<file path="src/rtl/pipe_ctrl_pkg.sv">
// Shared types and constants for the pipeline stage controller.
// The controller FSM encoding, the register-zero constant used by the
// load-use comparator, and the packed per-stage control bundle live here.
package pipe_ctrl_pkg;

  // Controller FSM encoding; 2'd3 is unreachable and recovers to RUN.
  typedef enum logic [1:0] {
    ST_RUN      = 2'd0,
    ST_MEM_WAIT = 2'd1,
    ST_ERR      = 2'd2,
    ST_ILLEGAL  = 2'd3
  } ctrl_state_e;

  // $zero never carries a real dependency.
  localparam logic [4:0] REG_ZERO = 5'd0;

  // WB control value the MEM/WB register loads while bubbled.
  localparam logic [1:0] WB_NONE = 2'b00;

  // Enable and flush pins for the PC and every pipeline register.
  typedef struct packed {
    logic pc_en;
    logic if_id_en;
    logic if_id_flush;
    logic id_ex_en;
    logic id_ex_flush;
    logic ex_mem_en;
    logic mem_wb_en;
    logic mem_wb_bubble;
  } stage_ctrl_t;

  // Held in reset: nothing advances, every register that can is cleared.
  localparam stage_ctrl_t CTRL_RESET = '{
    pc_en: 1'b0, if_id_en: 1'b0, if_id_flush: 1'b1, id_ex_en: 1'b0,
    id_ex_flush: 1'b1, ex_mem_en: 1'b0, mem_wb_en: 1'b0, mem_wb_bubble: 1'b1};

  // Free-running pipeline.
  localparam stage_ctrl_t CTRL_NORMAL = '{
    pc_en: 1'b1, if_id_en: 1'b1, if_id_flush: 1'b0, id_ex_en: 1'b1,
    id_ex_flush: 1'b0, ex_mem_en: 1'b1, mem_wb_en: 1'b1, mem_wb_bubble: 1'b0};

  // Data memory busy: front of the pipe holds, WB drains a bubble.
  localparam stage_ctrl_t CTRL_FREEZE = '{
    pc_en: 1'b0, if_id_en: 1'b0, if_id_flush: 1'b0, id_ex_en: 1'b0,
    id_ex_flush: 1'b0, ex_mem_en: 1'b0, mem_wb_en: 1'b1, mem_wb_bubble: 1'b1};

  // Taken branch in EX: fetch target, squash the two younger instructions.
  localparam stage_ctrl_t CTRL_BRANCH = '{
    pc_en: 1'b1, if_id_en: 1'b1, if_id_flush: 1'b1, id_ex_en: 1'b1,
    id_ex_flush: 1'b1, ex_mem_en: 1'b1, mem_wb_en: 1'b1, mem_wb_bubble: 1'b0};

  // Load-use: hold PC and IF/ID one cycle, inject a bubble into ID/EX.
  localparam stage_ctrl_t CTRL_LOAD_USE = '{
    pc_en: 1'b0, if_id_en: 1'b0, if_id_flush: 1'b0, id_ex_en: 1'b1,
    id_ex_flush: 1'b1, ex_mem_en: 1'b1, mem_wb_en: 1'b1, mem_wb_bubble: 1'b0};

  // Watchdog tripped: everything stops until reset.
  localparam stage_ctrl_t CTRL_HALT = '{
    pc_en: 1'b0, if_id_en: 1'b0, if_id_flush: 1'b0, id_ex_en: 1'b0,
    id_ex_flush: 1'b0, ex_mem_en: 1'b0, mem_wb_en: 1'b0, mem_wb_bubble: 1'b1};

endpackage

</file>
<file path="src/rtl/pipe_stage_ctrl_load_use_detect.sv">
// Load-use hazard comparator: the load in EX writes a register that the
// instruction in ID reads, so ID must wait one cycle for the loaded value.
module load_use_detect
  import pipe_ctrl_pkg::*;
(
  input  logic [4:0] id_rs,
  input  logic [4:0] id_rt,
  input  logic       id_uses_rt,
  input  logic       ex_mem_read,
  input  logic [4:0] ex_rt,
  output logic       hazard
);

  // rs is always a source; rt only when the ID instruction actually reads it.
  assign hazard = ex_mem_read && (ex_rt != REG_ZERO) &&
                  ((ex_rt == id_rs) || (id_uses_rt && (ex_rt == id_rt)));

endmodule

</file>
<file path="src/rtl/pipe_stage_ctrl.sv">
// Pipeline stage controller for the 5-stage MIPS core.
// Drives PC and pipeline-register enables/flushes from data-memory stalls,
// taken branches and load-use hazards, with a memory-wait watchdog.
// Optional macro PIPE_PERF_CNT_EN adds stall and flush performance counters.
module pipe_stage_ctrl
  import pipe_ctrl_pkg::*;
#(
  parameter int unsigned TIMEOUT_CYC = 255,
  parameter int unsigned WAIT_W      = 8
) (
  input  logic        clk,
  input  logic        rst,
  input  logic [4:0]  id_rs,
  input  logic [4:0]  id_rt,
  input  logic        id_uses_rt,
  input  logic        ex_mem_read,
  input  logic [4:0]  ex_rt,
  input  logic        ex_branch_taken,
  input  logic        mem_access,
  input  logic        mem_ready,
  output logic        mem_req,
  output logic        pc_en,
  output logic        if_id_en,
  output logic        if_id_flush,
  output logic        id_ex_en,
  output logic        id_ex_flush,
  output logic        ex_mem_en,
  output logic        mem_wb_en,
  output logic        mem_wb_bubble,
  output logic [1:0]  ctrl_state,
  output logic        timeout_err,
  output logic [31:0] stall_cycles,
  output logic [31:0] flush_count
);

  // Last wait-count value before the watchdog fires.
  localparam logic [WAIT_W-1:0] WAIT_LAST = WAIT_W'(TIMEOUT_CYC - 1);
  localparam logic [WAIT_W-1:0] WAIT_ONE  = WAIT_W'(1);

  ctrl_state_e       state_q, state_d;
  logic [WAIT_W-1:0] wait_q, wait_d;
  stage_ctrl_t       ctrl, run_ctrl;
  logic              load_use;
  logic              run_branch;
  logic              branch_flush;
  logic              req;
  logic              err;

  load_use_detect u_load_use (
    .id_rs       (id_rs),
    .id_rt       (id_rt),
    .id_uses_rt  (id_uses_rt),
    .ex_mem_read (ex_mem_read),
    .ex_rt       (ex_rt),
    .hazard      (load_use)
  );

  // Controls for a cycle with no memory freeze: branch beats load-use.
  always_comb begin
    // NOTE: every always_comb output gets a default first so no path can infer a latch.
    run_ctrl   = CTRL_NORMAL;
    run_branch = 1'b0;
    if (ex_branch_taken) begin
      run_ctrl   = CTRL_BRANCH;
      run_branch = 1'b1;
    end else if (load_use) begin
      run_ctrl = CTRL_LOAD_USE;
    end
  end

  // Next-state and control decode; reset overrides the outputs combinationally.
  always_comb begin
    state_d      = state_q;
    wait_d       = wait_q;
    ctrl         = CTRL_NORMAL;
    branch_flush = 1'b0;
    req          = mem_access;
    err          = 1'b0;
    case (state_q)
      ST_RUN: begin
        if (mem_access && !mem_ready) begin
          ctrl    = CTRL_FREEZE;
          state_d = ST_MEM_WAIT;
          wait_d  = '0;
        end else begin
          ctrl         = run_ctrl;
          branch_flush = run_branch;
        end
      end
      ST_MEM_WAIT: begin
        if (mem_ready) begin
          // Release cycle: ID/EX was held, so re-check branch and load-use now.
          ctrl         = run_ctrl;
          branch_flush = run_branch;
          state_d      = ST_RUN;
          wait_d       = '0;
        end else begin
          ctrl   = CTRL_FREEZE;
          wait_d = wait_q + WAIT_ONE;
          if (wait_q == WAIT_LAST) state_d = ST_ERR;
        end
      end
      ST_ERR: begin
        ctrl = CTRL_HALT;
        req  = 1'b0;
        err  = 1'b1;
      end
      default: begin
        ctrl    = CTRL_HALT;
        req     = 1'b0;
        state_d = ST_RUN;
        wait_d  = '0;
      end
    endcase
    if (rst) begin
      ctrl         = CTRL_RESET;
      branch_flush = 1'b0;
      req          = 1'b0;
      err          = 1'b0;
    end
  end

  // FSM state and watchdog counter registers with synchronous reset.
  always_ff @(posedge clk) begin
    // NOTE: sequential state uses non-blocking assignments so all flops update together.
    if (rst) begin
      state_q <= ST_RUN;
      wait_q  <= '0;
    end else begin
      state_q <= state_d;
      wait_q  <= wait_d;
    end
  end

`ifdef PIPE_PERF_CNT_EN
  logic [31:0] stall_q;
  logic [31:0] flush_q;

  // Count PC-hold cycles and taken-branch flushes; both wrap naturally.
  always_ff @(posedge clk) begin
    if (rst) begin
      stall_q <= '0;
      flush_q <= '0;
    end else begin
      if (!ctrl.pc_en) stall_q <= stall_q + 32'd1;
      if (branch_flush) flush_q <= flush_q + 32'd1;
    end
  end

  assign stall_cycles = stall_q;
  assign flush_count  = flush_q;
`else
  assign stall_cycles = '0;
  assign flush_count  = '0;
  logic unused_perf;
  assign unused_perf = branch_flush;
`endif

  assign mem_req       = req;
  assign pc_en         = ctrl.pc_en;
  assign if_id_en      = ctrl.if_id_en;
  assign if_id_flush   = ctrl.if_id_flush;
  assign id_ex_en      = ctrl.id_ex_en;
  assign id_ex_flush   = ctrl.id_ex_flush;
  assign ex_mem_en     = ctrl.ex_mem_en;
  assign mem_wb_en     = ctrl.mem_wb_en;
  assign mem_wb_bubble = ctrl.mem_wb_bubble;
  assign ctrl_state    = state_q;
  assign timeout_err   = err;

endmodule

</file>
<file path="config.mk">
export PLATFORM = sky130hd
export DESIGN_NAME = pipe_stage_ctrl
export DESIGN_NICKNAME = d
export VERILOG_FILES = /design/src/rtl/pipe_ctrl_pkg.sv /design/src/rtl/pipe_stage_ctrl_load_use_detect.sv /design/src/rtl/pipe_stage_ctrl.sv
export SDC_FILE = /design/constraint.sdc
export NUM_CORES = 1
export LEC_CHECK = 0
export CAP_MARGIN = 15
export CORE_MARGIN = 8
export CORE_UTILIZATION = 35
export CTS_BUF_LIST = sky130_fd_sc_hd__clkbuf_16
export CTS_CLUSTER_DIAMETER = 80
export DETAILED_ROUTE_END_ITERATION = 12
export PLACE_DENSITY = 0.85
export SETUP_SLACK_MARGIN = 0.02
export SYNTH_ARGS = -nofsm -noshare
export SYNTH_HDL_FRONTEND = slang
export SYNTH_SLANG_ARGS = --single-unit
</file>
<file path="constraint.sdc">
create_clock -name clk -period 3.4 [get_ports clk]
set_clock_uncertainty 0.15 [all_clocks]
set_input_delay 0.68 -clock clk [delete_from_list [all_inputs] [get_ports clk]]
set_output_delay 0.68 -clock clk [all_outputs]
set_load 0.01 [all_outputs]
</file>
==> results.md <==
- Final worst setup slack: 0.0287 ns
- Number of synthesized flops with an enable pin: 0
- Vias in the first global route: 857
- Global route hottest layer: met2
- Flops & latches, synth: 10
- GRT overflow: 0
- Wire length of the first global-routing pass: 3.91 mm
- Largest net degree at the start of global routing: 13
- Endpoint type of the worst setup path: output port
- HP Class: reg2reg
- Max Cap Viol: 0
- Crit path buf inv count: 3
- # diodes: 0
- Crit path launch type: primary input
- Grt met1 use: 9.86%
- Final #Nets: 209
- CTS tree: done
- Pre-CTS setup slack: -0.102 ns
- Worst VDD drop: 0.213 mV
- Final Hold Viols: 0
- CTS buffer count: 3
- Global-route track usage on met3: 2.16%
- Dpl hpwl: 2.33 mm
- Leakage: 0.645 nW
- Mapped Cells: 148
- CP max stage delay: 0.46 ns
- Most frequent cells in the layout: conb_1, clkdlybuf4s50_1, xor2_1, nor2_1, dfxtp_1
- Max FO, Critical Path: 3
- Routed Antenna Nets: 0
- Post-synth cell types: 34
- Yosys warning total: 0
- Worst-path cell chain: clkdlybuf4s50_1, xor2_1, nor4_1, a32oi_1, buf_4, o31ai_1, dlygate4sd2_1
- M2 GR Usage: 14.9%
- GP Congestion: 0.867
- Die width: 74.2 um
- Final min period: 3.37 ns
- Worst-path clk slew: 0.04 ns
- Initial core utilization: 36.0%
- Main synth FF type: dfxtp_1
- Share of layout cells above drive strength 1: 6.01%
- Antenna violations before repair: 0
- Drt total wl: 2.83 mm
- Clk Latency, worst-skew pair: 0.24 ns
- Worst Hold Depth: 2
- Area Overhead vs Synth: 18.4%
- Core Area: 0.00328 sq mm
- Kind of critical path: in2out
- Final Max Slew Viols: 0
- Die area: 0.00550 sq mm
- Worst EP required: 2.57 ns
- # fillers: 334
- WP data arrival: 2.54 ns
- Final setup fails: 0
- Critical path's top delay family: buffers and inverters
- Min Hold Slack: 0.347 ns
- Total number of vias: 913
- CTS sink cnt: 10
- RSZ-0062 raised after global routing: false
- Sequential-to-total area share from yosys stat: 16.9%
- Gr usage total: 9.18%
- Drt pass-1 iters: 5
- Synthesized area: 0.00118 sq mm
- DR iter-0 viols: 14
- IO Port Bufs: 33
- Layout Utilization: 42.7%
- CTS root buf: clkbuf_16
- Ys async rst share: 0%
- WP depth: 7
- Routed WL per cell: 12.3 um
- # DRC: 0
- Tcrit/Tclk final: 99.2%
- H-tree level count: 1
- Avg Cell Area, Syn: 8.00 sq um
- Io pins: 98
- Pwr Density: 325 mW/mm^2
- Register-to-register setup slack: 1.63 ns
- Achievable frequency: 0.297 GHz
- Slowest-stage cell, CP: clkdlybuf4s50_1
- Die H: 74.2 um
- Final Power: 0.455 mW
- Outcome: complete, no violations
- Vias per cell: 3.99
- Commonest non-fill, non-tap cell in the layout: conb_1
- FF-to-FF path depth: 4
- Clock buffer depth: 2
- Cell row count: 21
==> worst reg2reg max path, delay by kind of cell (launching register included) <==
kind,cells,cell delay (ns)
flops,1,0.37
compound gates,1,0.34
simple gates,3,0.79
==> final timing paths <==
path	startpoint	endpoint
max reg2reg	ctrl_state[1]	wait_q[2]
max	ex_rt[2]	id_ex_flush
min reg2reg	wait_q[6]	wait_q[6]
min	wait_q[6]	wait_q[6]
==> report_power, final <==
group	internal (mW)	switching [mW]	total, mW
logic	0.0519	0.0722	0.124
clock network	0.152	0.0532	0.206
registers	0.121	0.00484	0.126
total	0.325	0.130	0.455
==> cell families after synthesis <==
logic type / synth area share, %
xor+xnor: 11.8
compound gates: 11.5
buf+inv: 44.5
simple gates: 12.8
other cells: 0.317
fa+ha+maj: 2.11
flops: 16.9
==> layer usage <==
| layer | vias to the layer above | part of all wire (%) |
|---|---|---|
| met2 | 63 | 51 |
| met4 | 0 | 3.5 |
| met3 | 9 | 12 |
| li1 | 427 | - |
| met1 | 414 | 34 |
| met5 | - | 0 |
==> sequential cells by signal (all words and copies together) (netlist names) <==
register    cells
ctrl_state      2
wait_q          8
==> Yosys cell counts (2+ instances only) <==
library cell	number	area [sq um]
buf_4	66	495
xor2_1	14	123
nor2_1	13	48.8
dfxtp_1	10	200
o21ai_0	5	25.0
a21oi_1	3	15.0
and2_1	3	18.8
inv_1	3	11.3
o2111ai_1	3	26.3
and4_1	2	17.5
ha_1	2	25.0
xnor2_1	2	17.5
==> timing repair <==
action                     in CTS  in global routing
setup buffers                   1                  0
setup endpoints to repair       3                  0
resized for setup               3                  0
hold buffers                    0                  0
==> area by class of cell <==
type | instances | area [sq um] | share of cell area [%]
multi-input cells | 129 | 693 | 49.5
well taps | 46 | 57.6 | 4.11
flip-flops and latches | 10 | 200 | 14.3
clock buffers | 3 | 75.1 | 5.36
repair buffers | 38 | 364 | 26.0
inverters | 3 | 11.3 | 0.804
==> per-stage QoR <==
step | cell area, sq um | instances | setup TNS (ns)
floorplan | 1420 | 211 | 0
global placement | 1320 | 225 | 0
detailed placement | 1320 | 225 | -0.171
CTS | 1400 | 229 | 0
global route | 1400 | 229 | 0
finish | 1400 | 229 | 0
Power figures use the tool's default switching activity.
